<file path="src/rtl/line_option_gen_if.sv">
// Handshake/bus bundle between the line-option generator and its sequencer.
// master: the sequencer that starts lines and drains the option stream.
// slave:  the generator itself.
interface line_option_gen_if #(
    parameter int SIZE       = 3,
    parameter int MAX_BLOCKS = 2,
    parameter int LEN_W      = $clog2(SIZE + 1),
    parameter int CNT_W      = 7
);
    localparam int KW = $clog2(MAX_BLOCKS + 1);

    logic                        start;
    logic [SIZE-1:0]             line_idx;
    logic [KW-1:0]               num_blocks;
    logic [MAX_BLOCKS*LEN_W-1:0] clue_lens;
    logic [SIZE-1:0]             out_data;
    logic                        out_valid;
    logic                        out_ready;
    logic                        out_is_idx;
    logic                        busy;
    logic                        done;
    logic [CNT_W-1:0]            opt_count;
    logic                        overflow;

    modport master (
        output start, line_idx, num_blocks, clue_lens, out_ready,
        input  out_data, out_valid, out_is_idx, busy, done, opt_count, overflow
    );

    modport slave (
        input  start, line_idx, num_blocks, clue_lens, out_ready,
        output out_data, out_valid, out_is_idx, busy, done, opt_count, overflow
    );
endinterface

</file>
<file path="src/rtl/line_option_gen.sv">
// Line option generator: enumerates every legal placement of one line's
// clue blocks and streams a line-index header followed by the patterns in
// odometer order (last block moves fastest), one word per accepted cycle.
module line_option_gen #(
    parameter int SIZE       = 3,
    parameter int MAX_BLOCKS = 2,
    parameter int LEN_W      = $clog2(SIZE + 1),
    parameter int CNT_W      = 7
) (
    input  logic              clk,
    input  logic              rst,
    line_option_gen_if.slave  bus
);
    localparam int KW    = $clog2(MAX_BLOCKS + 1);
    localparam int POS_W = LEN_W + 1;
    // Wide enough to hold sum(len+1) over all blocks without wrapping.
    localparam int ACC_W = LEN_W + KW + 2;

    localparam logic [POS_W-1:0] SIZE_P  = POS_W'(SIZE);
    localparam logic [ACC_W-1:0] FIT_LIM = ACC_W'(SIZE + 1);
    localparam logic [CNT_W-1:0] CNT_MAX = '1;

    typedef logic [MAX_BLOCKS-1:0][POS_W-1:0] pos_t;
    typedef logic [MAX_BLOCKS-1:0][LEN_W-1:0] len_t;
    typedef enum logic [2:0] {IDLE, INIT, HDR, EMIT, DONE} state_t;

    state_t           r_state;
    logic [SIZE-1:0]  r_line_idx;
    logic [KW-1:0]    r_k;
    len_t             r_len;
    pos_t             r_pos;
    logic             r_feasible;
    logic [SIZE-1:0]  r_out_data;
    logic             r_out_valid;
    logic             r_out_is_idx;
    logic             r_busy;
    logic             r_done;
    logic [CNT_W-1:0] r_count;
    logic             r_ovf;

    int               w_k;
    pos_t             w_init_pos;
    logic [ACC_W-1:0] w_acc;
    logic             w_feasible;
    pos_t             w_lim;
    int               w_sel;
    logic             w_has_next;
    pos_t             w_next_pos;
    logic [SIZE-1:0]  w_pat_cur;
    logic [SIZE-1:0]  w_pat_next;

    // Cell pattern for a set of block positions; blocks at or beyond k are ignored.
    function automatic logic [SIZE-1:0] f_pattern(input pos_t pos, input len_t len, input int k);
        logic [SIZE-1:0] pat;
        pat = '0;
        for (int i = 0; i < MAX_BLOCKS; i++) begin
            if (i < k) begin
                for (int c = 0; c < SIZE; c++) begin
                    if ((POS_W'(c) >= pos[i]) && (POS_W'(c) < pos[i] + POS_W'(len[i])))
                        pat[c] = 1'b1;
                end
            end
        end
        return pat;
    endfunction

    // Latched block count as a loop-friendly integer.
    always_comb w_k = int'(r_k);

    // Leftmost packing and feasibility: fits when sum(len+1) <= SIZE+1.
    always_comb begin
        w_init_pos = '0;
        w_acc      = '0;
        for (int i = 1; i < MAX_BLOCKS; i++)
            w_init_pos[i] = w_init_pos[i-1] + POS_W'(r_len[i-1]) + POS_W'(1);
        for (int i = 0; i < MAX_BLOCKS; i++)
            if (i < w_k) w_acc = w_acc + ACC_W'(r_len[i]) + ACC_W'(1);
        w_feasible = (w_k == 0) || (w_acc <= FIT_LIM);
    end

    // Odometer step: shift the rightmost movable block, repack the ones after it.
    always_comb begin
        w_lim = '0;
        w_sel = -1;
        for (int i = 0; i < MAX_BLOCKS - 1; i++)
            w_lim[i] = r_pos[i+1];
        for (int i = 0; i < MAX_BLOCKS; i++) begin
            if (i < w_k) begin
                if (i == w_k - 1) begin
                    if (r_pos[i] + POS_W'(r_len[i]) < SIZE_P) w_sel = i;
                end else if (r_pos[i] + POS_W'(r_len[i]) + POS_W'(1) < w_lim[i]) begin
                    w_sel = i;
                end
            end
        end
        w_has_next = (w_sel >= 0);
        w_next_pos = r_pos;
        for (int i = 0; i < MAX_BLOCKS; i++)
            if (i == w_sel) w_next_pos[i] = r_pos[i] + POS_W'(1);
        for (int i = 1; i < MAX_BLOCKS; i++)
            if (w_has_next && (i > w_sel) && (i < w_k))
                w_next_pos[i] = w_next_pos[i-1] + POS_W'(r_len[i-1]) + POS_W'(1);
    end

    assign w_pat_cur  = f_pattern(r_pos, r_len, w_k);
    assign w_pat_next = f_pattern(w_next_pos, r_len, w_k);

    // Control FSM; every output is registered so the stream word is glitch-free
    // and naturally held while the downstream stalls.
    always_ff @(posedge clk) begin
        if (rst) begin
            r_state      <= IDLE;
            r_line_idx   <= '0;
            r_k          <= '0;
            r_len        <= '0;
            r_pos        <= '0;
            r_feasible   <= 1'b0;
            r_out_data   <= '0;
            r_out_valid  <= 1'b0;
            r_out_is_idx <= 1'b0;
            r_busy       <= 1'b0;
            r_done       <= 1'b0;
            r_count      <= '0;
            r_ovf        <= 1'b0;
        end else begin
            case (r_state)
                IDLE: begin
                    if (bus.start) begin
                        r_line_idx <= bus.line_idx;
                        r_k        <= bus.num_blocks;
                        r_len      <= bus.clue_lens;
                        r_count    <= '0;
                        r_ovf      <= 1'b0;
                        r_busy     <= 1'b1;
                        r_state    <= INIT;
                    end
                end
                INIT: begin
                    r_pos        <= w_init_pos;
                    r_feasible   <= w_feasible;
                    r_out_data   <= r_line_idx;
                    r_out_is_idx <= 1'b1;
                    r_out_valid  <= 1'b1;
                    r_state      <= HDR;
                end
                HDR: begin
                    if (bus.out_ready) begin
                        r_out_is_idx <= 1'b0;
                        if (r_feasible) begin
                            r_out_data <= w_pat_cur;
                            r_state    <= EMIT;
                        end else begin
                            r_out_valid <= 1'b0;
                            r_done      <= 1'b1;
                            r_state     <= DONE;
                        end
                    end
                end
                EMIT: begin
                    if (bus.out_ready) begin
                        if (r_count == CNT_MAX) r_ovf <= 1'b1;
                        else                    r_count <= r_count + CNT_W'(1);
                        if (w_has_next) begin
                            r_pos      <= w_next_pos;
                            r_out_data <= w_pat_next;
                        end else begin
                            r_out_valid <= 1'b0;
                            r_done      <= 1'b1;
                            r_state     <= DONE;
                        end
                    end
                end
                DONE: begin
                    r_done  <= 1'b0;
                    r_busy  <= 1'b0;
                    r_state <= IDLE;
                end
                default: r_state <= IDLE;
            endcase
        end
    end

    assign bus.out_data   = r_out_data;
    assign bus.out_valid  = r_out_valid;
    assign bus.out_is_idx = r_out_is_idx;
    assign bus.busy       = r_busy;
    assign bus.done       = r_done;
    assign bus.opt_count  = r_count;
    assign bus.overflow   = r_ovf;
endmodule

</file>
<file path="src/flat_wrapper.sv">
// flat-port wrapper written by rule: the top's interface ports become plain ports
module line_option_gen_flat 
#(
    parameter int SIZE       = 3,
    parameter int MAX_BLOCKS = 2,
    parameter int LEN_W      = $clog2(SIZE + 1),
    parameter int CNT_W      = 7
)
  (clk, rst, bus_start, bus_line_idx, bus_num_blocks, bus_clue_lens, bus_out_ready, bus_out_data, bus_out_valid, bus_out_is_idx, bus_busy, bus_done, bus_opt_count, bus_overflow);
  line_option_gen_if #(.SIZE(SIZE), .MAX_BLOCKS(MAX_BLOCKS), .LEN_W(LEN_W), .CNT_W(CNT_W)) bus_i ();
  input  logic clk;
  input  logic rst;
  input wire logic [$bits(bus_i.start)-1:0] bus_start;
  input wire logic [$bits(bus_i.line_idx)-1:0] bus_line_idx;
  input wire logic [$bits(bus_i.num_blocks)-1:0] bus_num_blocks;
  input wire logic [$bits(bus_i.clue_lens)-1:0] bus_clue_lens;
  input wire logic [$bits(bus_i.out_ready)-1:0] bus_out_ready;
  output wire logic [$bits(bus_i.out_data)-1:0] bus_out_data;
  output wire logic [$bits(bus_i.out_valid)-1:0] bus_out_valid;
  output wire logic [$bits(bus_i.out_is_idx)-1:0] bus_out_is_idx;
  output wire logic [$bits(bus_i.busy)-1:0] bus_busy;
  output wire logic [$bits(bus_i.done)-1:0] bus_done;
  output wire logic [$bits(bus_i.opt_count)-1:0] bus_opt_count;
  output wire logic [$bits(bus_i.overflow)-1:0] bus_overflow;
  assign bus_i.start = bus_start;
  assign bus_i.line_idx = bus_line_idx;
  assign bus_i.num_blocks = bus_num_blocks;
  assign bus_i.clue_lens = bus_clue_lens;
  assign bus_i.out_ready = bus_out_ready;
  assign bus_out_data = bus_i.out_data;
  assign bus_out_valid = bus_i.out_valid;
  assign bus_out_is_idx = bus_i.out_is_idx;
  assign bus_busy = bus_i.busy;
  assign bus_done = bus_i.done;
  assign bus_opt_count = bus_i.opt_count;
  assign bus_overflow = bus_i.overflow;
  line_option_gen #(.SIZE(SIZE), .MAX_BLOCKS(MAX_BLOCKS), .LEN_W(LEN_W), .CNT_W(CNT_W)) u_core (.clk(clk), .rst(rst), .bus(bus_i));
endmodule
</file>
<file path="config.mk">
export PLATFORM = sky130hd
export DESIGN_NAME = line_option_gen_flat
export DESIGN_NICKNAME = d
export VERILOG_FILES = /design/src/rtl/line_option_gen_if.sv /design/src/rtl/line_option_gen.sv /design/src/flat_wrapper.sv
export SDC_FILE = /design/constraint.sdc
export NUM_CORES = 1
export LEC_CHECK = 0
export ABC_AREA = 1
export BUFFER_PORTS_ARGS = -buffer_cell sky130_fd_sc_hd__buf_2
export CORE_MARGIN = 8
export CORE_UTILIZATION = 41
export DETAILED_ROUTE_END_ITERATION = 8
export GPL_TIMING_DRIVEN = 1
export PLACE_DENSITY = 0.67
export SLEW_MARGIN = 20
export SYNTH_ARGS = -nofsm -noshare
export SYNTH_HDL_FRONTEND = slang
export SYNTH_SLANG_ARGS = --single-unit
</file>
<file path="constraint.sdc">
create_clock -name clk -period 8.1 [get_ports clk]
set_input_delay 0.81 -clock clk [delete_from_list [all_inputs] [get_ports clk]]
set_output_delay 0.81 -clock clk [all_outputs]
set_load 0.03 [all_outputs]
</file>
Word-level counts from Yosys, hierarchy flattened:

Cells that the tools add are included.

* reductions and logical operators: 35
* add/sub/neg operators: 15
* magnitude comparators: 33
* mux-type cells: 65
* eq/ne operators: 16

Operators by type and width (count)
* $mux W32: 8
* $logic_not A32 Y1: 3
* $eq A2 B32 Y1 const A: 2
* $mux W3: 16
* $ge A32 B1 Y1 const B: 1
* $gt A2 B32 Y1 const A: 1
* $mux W1: 25
* $ge A1 B3 Y1 const A: 8
* $lt A1 B3 Y1 const A: 8
* $mux W6: 4
* $mux W7: 3
* $add A3 B1 Y3 const B: 5
* $reduce_and A5 Y1: 3
* $logic_and A1 B1 Y1: 14
* $pmux W7 S2: 1
* $add A3 B2 Y3: 4
* $ge A2 B3 Y1 const A: 4
* $lt A2 B3 Y1 const A: 4
* $ne A2 B2 Y1 const B: 6
* $pmux W3 S4: 1
* $pmux W6 S2: 1
* $reduce_and A4 Y1: 3
* $pmux W3 S3: 1
* $reduce_bool A2 Y1: 4
* other kinds (22): 34

* flip-flop bits (word level): 34
* logic and storage cells: 179
* input bits: 13
* output and inout bits: 15

Depth between registers and ports, before layout:

* word-level depth: 22
* depth in mapped cells: 28
* mapped depth without buffers: 28

Least setup slack after synthesis:

OpenSTA, ideal clock, no wires.

* path kind: reg2reg
* start point: reg u_core.r_pos[1] in the netlist's numbering
* end point: reg u_core.r_out_data[1], in the netlist u_core.bus.out_data[1]
* clock period less this slack: 4.525 ns
* stages on the path, launching flop included: 25
* required time: 7.978 ns
* arrival: 4.404 ns
* library setup time: 0.122 ns
* buffers on the path: 0
* setup slack: 3.575 ns
* cell sequence: dfxtp_1 -> inv_1 -> fa_1 -> inv_1 -> ha_1 -> ha_1 -> nand2_1 -> nand2_1 -> nand2_1 -> nand2_1 -> nand2_2 -> nand2_4 -> xor2_1 -> ha_1 -> inv_1 -> fa_1 -> inv_1 -> ha_1 -> o21ai_4 -> fa_1 -> inv_1 -> o2111ai_1 -> inv_1 -> o21ai_0 -> a21oi_1

* word-level cells in the longest chain between the ends: 22
* elaborated cells on any way between the ends: 49
* those cells by class: add/sub: 6; order compare: 10; eq/ne: 2; mux: 24; reduce/logical: 7

Ends and longest elaborated chain
* start, declared: RTL line line_option_gen.sv:31 `pos_t r_pos;`
* start signal, assigned: RTL line line_option_gen.sv:139 `r_pos <= w_init_pos;`
* start signal, assigned: RTL line line_option_gen.sv:164 `r_pos <= w_next_pos;`
* $add A3 B2 Y3: RTL line line_option_gen.sv:59, line_option_gen.sv:90, line_option_gen.sv:91
* $add A3 B1 Y3: RTL line line_option_gen.sv:91 `end else if (r_pos[i] + POS_W'(r_len[i]) + POS_W'(1) < w_lim[i]) begin`
* $lt A3 B3 Y1: RTL line line_option_gen.sv:91
* $mux W32: RTL line line_option_gen.sv:91
* $mux W32: RTL line line_option_gen.sv:89 `if (i == w_k - 1) begin`
* $mux W32: RTL line line_option_gen.sv:88 `if (i < w_k) begin`
* $mux W32 (on tied branches): RTL line line_option_gen.sv:91, line_option_gen.sv:90
* $mux W32: RTL line line_option_gen.sv:89
* (+6 left out)
* $add A3 B2 Y3: RTL line line_option_gen.sv:59 `if ((POS_W'(c) >= pos[i]) && (POS_W'(c) < pos[i] + POS_W'(len[i])))`
* $lt A1 B3 Y1: RTL line line_option_gen.sv:59
* $logic_and A1 B1 Y1: RTL line line_option_gen.sv:59
* $mux W1: RTL line line_option_gen.sv:59
* $mux W3: RTL line line_option_gen.sv:57 `if (i < k) begin`
* $mux W3: RTL line line_option_gen.sv:163 `if (w_has_next) begin`
* $mux W3: RTL line line_option_gen.sv:160 `if (bus.out_ready) begin`
* $pmux W3 S3: RTL line line_option_gen.sv:126 `case (r_state)`
* end signal, assigned: RTL line line_option_gen.sv:141 `r_out_data <= r_line_idx;`
* end signal, assigned: RTL line line_option_gen.sv:150 `r_out_data <= w_pat_cur;`
* end signal, assigned: RTL line line_option_gen.sv:165 `r_out_data <= w_pat_next;`
* end, declared: RTL line line_option_gen.sv:33 `logic [SIZE-1:0] r_out_data;`

Parallel ways exist; a longest one is shown, timed or not. The select of a mux whose other input is x is not followed.
A chain may end at the register's enable or synchronous reset.

Worst setup path after layout:

* start point: reg u_core.r_len[0] in the netlist's numbering
* end point: reg u_core.r_out_data[1], in the netlist u_core.bus.out_data[1]

* word-level cells in the longest chain between the ends: 22
* elaborated cells on any way between the ends: 47
* those cells by class: add/sub: 5; order compare: 9; eq/ne: 2; mux: 24; reduce/logical: 7

Ends and longest elaborated chain
* start, declared: RTL line line_option_gen.sv:30 `len_t r_len;`
* start signal, assigned: RTL line line_option_gen.sv:131 `r_len <= bus.clue_lens;`
* $add A3 B2 Y3: RTL line line_option_gen.sv:59, line_option_gen.sv:90, line_option_gen.sv:91
* $add A3 B1 Y3: RTL line line_option_gen.sv:91
* $lt A3 B3 Y1: RTL line line_option_gen.sv:91
* $mux W32: RTL line line_option_gen.sv:91
* $mux W32: RTL line line_option_gen.sv:89
* $mux W32: RTL line line_option_gen.sv:88
* $mux W32 (on tied branches): RTL line line_option_gen.sv:91, line_option_gen.sv:90
* $mux W32: RTL line line_option_gen.sv:89
* (+6 left out)
* $add A3 B2 Y3: RTL line line_option_gen.sv:59
* $lt A1 B3 Y1: RTL line line_option_gen.sv:59
* $logic_and A1 B1 Y1: RTL line line_option_gen.sv:59
* $mux W1: RTL line line_option_gen.sv:59
* $mux W3: RTL line line_option_gen.sv:57
* $mux W3: RTL line line_option_gen.sv:163
* $mux W3: RTL line line_option_gen.sv:160
* $pmux W3 S3: RTL line line_option_gen.sv:126

Parallel ways exist; a longest one is shown, timed or not. The select of a mux whose other input is x is not followed.

==> reports/metrics.csv <==
stage,metric,value,unit
yosys,top-area cell type share of the netlist area,27.6,%
timing,Final setup violation count,0,
placement,DPL Wire Length,4930,µm
clocking,Max H-tree Level,2,
worst_setup_path,crit path kind,register to register,
timing,maximum achievable frequency,0.206,GHz
yosys,Synth Register Bits,34,
floorplan,Die Span Y,93.5,µm
clocking,root buf cell,clkbuf_8,
drt,Routed WL,6180,µm
clocking,Worst-path clk slew,0.08,ns
drt,DR WL met3,310,µm
floorplan,# rows,28,
cells_and_area,# diodes,0,
drt,initial drt markers,204,
timing,fin crit period,4.86,ns
placement,Placement Setup Slack,3.25,ns
clocking,maximum clock path buffer count,2,
clocking,CTS tree,done,
status,status,finished clean,
drt,DRC viols,0,
worst_setup_path,FF-to-FF setup slack,3.24,ns
yosys,Commonest cells post-synth,"nand2_1, inv_1, nor2_1, dfxtp_1, a21oi_1",
yosys,top-count cell post-synth,nand2_1,
pwr,LEAKAGE,1.34,nW
timing,slew at the pin closest to its max-slew limit,0.802,ns
worst_setup_path,worst path required time,8.28,ns
yosys,Cells after Synth,356,
global_routing,first-pass GRT wire length,10700,µm
timing,Max-slew headroom,46.3,%
yosys,largest area contributor in the netlist,dfxtp_1,
drt,drt via density,5.08,
drt,Top Metal Used,met4,
cells_and_area,NumNets Final,421,
yosys,ranking of synthesized cells by area,"dfxtp_1, nand2_1, inv_1",
timing,fin worst setup slack,3.24,ns
global_routing,number of global-route vias before repair,2314,
worst_setup_path,Worst setup EP type,register,
hold_path,worst min path class,register to register,
cells_and_area,final instance area,2760,µm²
floorplan,Die Span X,93.5,µm
placement,GP Congestion,0.926,
global_routing,pin count of the biggest net entering global routing,20,
clocking,total CTS buffers,5,
worst_setup_path,crit path DAT,5.04,ns
yosys,average size of a mapped cell,6.92,µm²
yosys,Post-synth top flop,dfxtp_1,
pwr,VDD IR max,154,µV
clocking,setup bufs post-CTS,0,
yosys,asr flop ratio synth,0,%
pwr,pwr dens,321,nW/µm²
global_routing,Total GRT Usage,15.2,%
global_routing,initial antenna violation count,0,
placement,placed cell areas,2660,µm²
worst_setup_path,Crit Path Max Fanout,5,
run,maxcap violations,0,
placement,port buffer count,27,
cells_and_area,synthesis-to-finish area growth,12.0,%
drt,met1 WL,2970,µm
floorplan,initial core utilization,42.1,%
cells_and_area,layout cells sized above 1,16.1,%
yosys,synth warn,0,
yosys,Post-synth EDFFs,0,
drt,DR WL met2,2780,µm
floorplan,Core Box Area,5850,µm²
drt,Pre-antenna DRT Iters,4,
timing,Tcrit/Tclk final,60.0,%
yosys,synthesized area,2460,µm²
yosys,Post-Synthesis Net Count,392,
drt,DRT antenna net count,0,
clocking,# hold bufs at CTS,0,
timing,final max-slew violation count,0,
timing,Max Clock Skew,0.00511,ns
worst_setup_path,crit start category,register,
floorplan,DIE AREA,8750,µm²
drt,wire per inst,13.4,µm
clocking,post-cts gate resize count,0,
timing,setup TNS,0,ns
global_routing,GR Overflow Total,0,
timing,RSZ-0062 raised after global routing,no,
drt,total number of vias,2342,
yosys,Cell variety after synth,40,
floorplan,I/O pin count,28,
yosys,sequential area share after synthesis,27.6,%
clocking,CTS Sinks,34,
timing,Final Hold Vio Count,0,
clocking,latest clock arrival within the worst-skew pair,0.29,ns
==> report_power, final <==
group          switching, mW  total, mW  internal [mW]
Sequential            0.0356      0.244          0.209
Clock                 0.0667      0.135         0.0683
Combinational          0.342      0.507          0.166
Total                  0.444      0.887          0.443
==> per-stage QoR <==
step           utilization [%]  hold slack (ns)  instances  power [mW]
4_1_cts                   47.2            0.452        461       0.886
3_3_place_gp              45.5            0.439        453       0.744
2_1_floorplan                -            0.425        356       0.633
3_5_place_dp              45.5            0.441        453       0.751
5_1_grt                   47.2            0.470        461       0.980
6_report                  47.2            0.448        461       0.887
==> sequential cells by signal, indices dropped and copies added (netlist names) <==
name,flops
u_core.bus.opt_count,7
u_core.r_pos,6
u_core.r_len,4
u_core.bus.out_data,3
u_core.r_line_idx,3
u_core.r_state,3
u_core.r_k,2
u_core.bus.busy,1
u_core.bus.done,1
u_core.bus.out_is_idx,1
u_core.bus.out_valid,1
u_core.bus.overflow,1
u_core.r_feasible,1
==> logic make-up after synthesis <==
group                    share of synthesized area, %
flip-flops                                       27.6
AO/OA/AOI/OAI                                    18.9
XOR/XNOR                                         2.13
adder cells (fa/ha/maj)                          13.2
AND/OR/NAND/NOR                                  26.6
buffers and inverters                            11.5
==> cell usage in the layout (no fill, tap or decap), types with 2 or more instances in the layout <==
cell,count
inv_2,5
clkbuf_8,6
inv_1,62
nor2_1,35
xnor2_1,2
nand2_2,5
xor2_1,4
dfxtp_1,34
a21oi_2,3
nor3b_1,2
or2_2,2
nand2_4,3
nand3_1,14
o21ai_0,24
nand2_1,64
nand3_2,4
a211oi_1,2
ha_1,18
a221oi_1,3
nor3_1,9
buf_2,27
a21oi_1,31
o21ai_2,2
o211ai_1,3
fa_1,5
==> path summary, 6_finish.rpt <==
kind / from / depth (start not counted) / endpoint
max: u_core.r_len[0] / 24 / u_core.bus.out_data[1]
min: u_core.bus.overflow / 2 / u_core.bus.overflow
max reg2reg: u_core.r_len[0] / 24 / u_core.bus.out_data[1]
min reg2reg: u_core.bus.overflow / 2 / u_core.bus.overflow
==> critical path: stages (launching register included) <==
cell and delay [ns]:
dfxtp_1 0.41, ha_1 0.18, inv_1 0.05, fa_1 0.50
inv_1 0.06, ha_1 0.29, ha_1 0.27, nand2_1 0.06
nand2_1 0.05, nand2_1 0.05, nand2_1 0.05, nand2_2 0.10
nand2_4 0.08, o21ai_0 0.40, inv_1 0.12, fa_1 0.53
inv_1 0.06, ha_1 0.32, o21ai_4 0.09, fa_1 0.57
inv_1 0.05, o2111ai_1 0.16, inv_1 0.05, o21ai_0 0.15
a21oi_1 0.08
==> layout make-up <==
cell class / instances / area [µm²]
multi-input cells: 249 / 1500
well taps: 75 / 93.8
repair buffers: 27 / 135
inverters: 68 / 255
fillers: 591 / 3090
clock inverters: 2 / 12.5
flip-flops and latches: 34 / 681
clock buffers: 6 / 82.6
==> per-layer routing <==
metal	vias up	global-route usage, %
li1	1211	-
met1	1071	19.1
met2	49	24.4
met3	11	4.17
met4	0	5.23
met5	-	0
No activity file was read; power rests on OpenSTA's default activity.
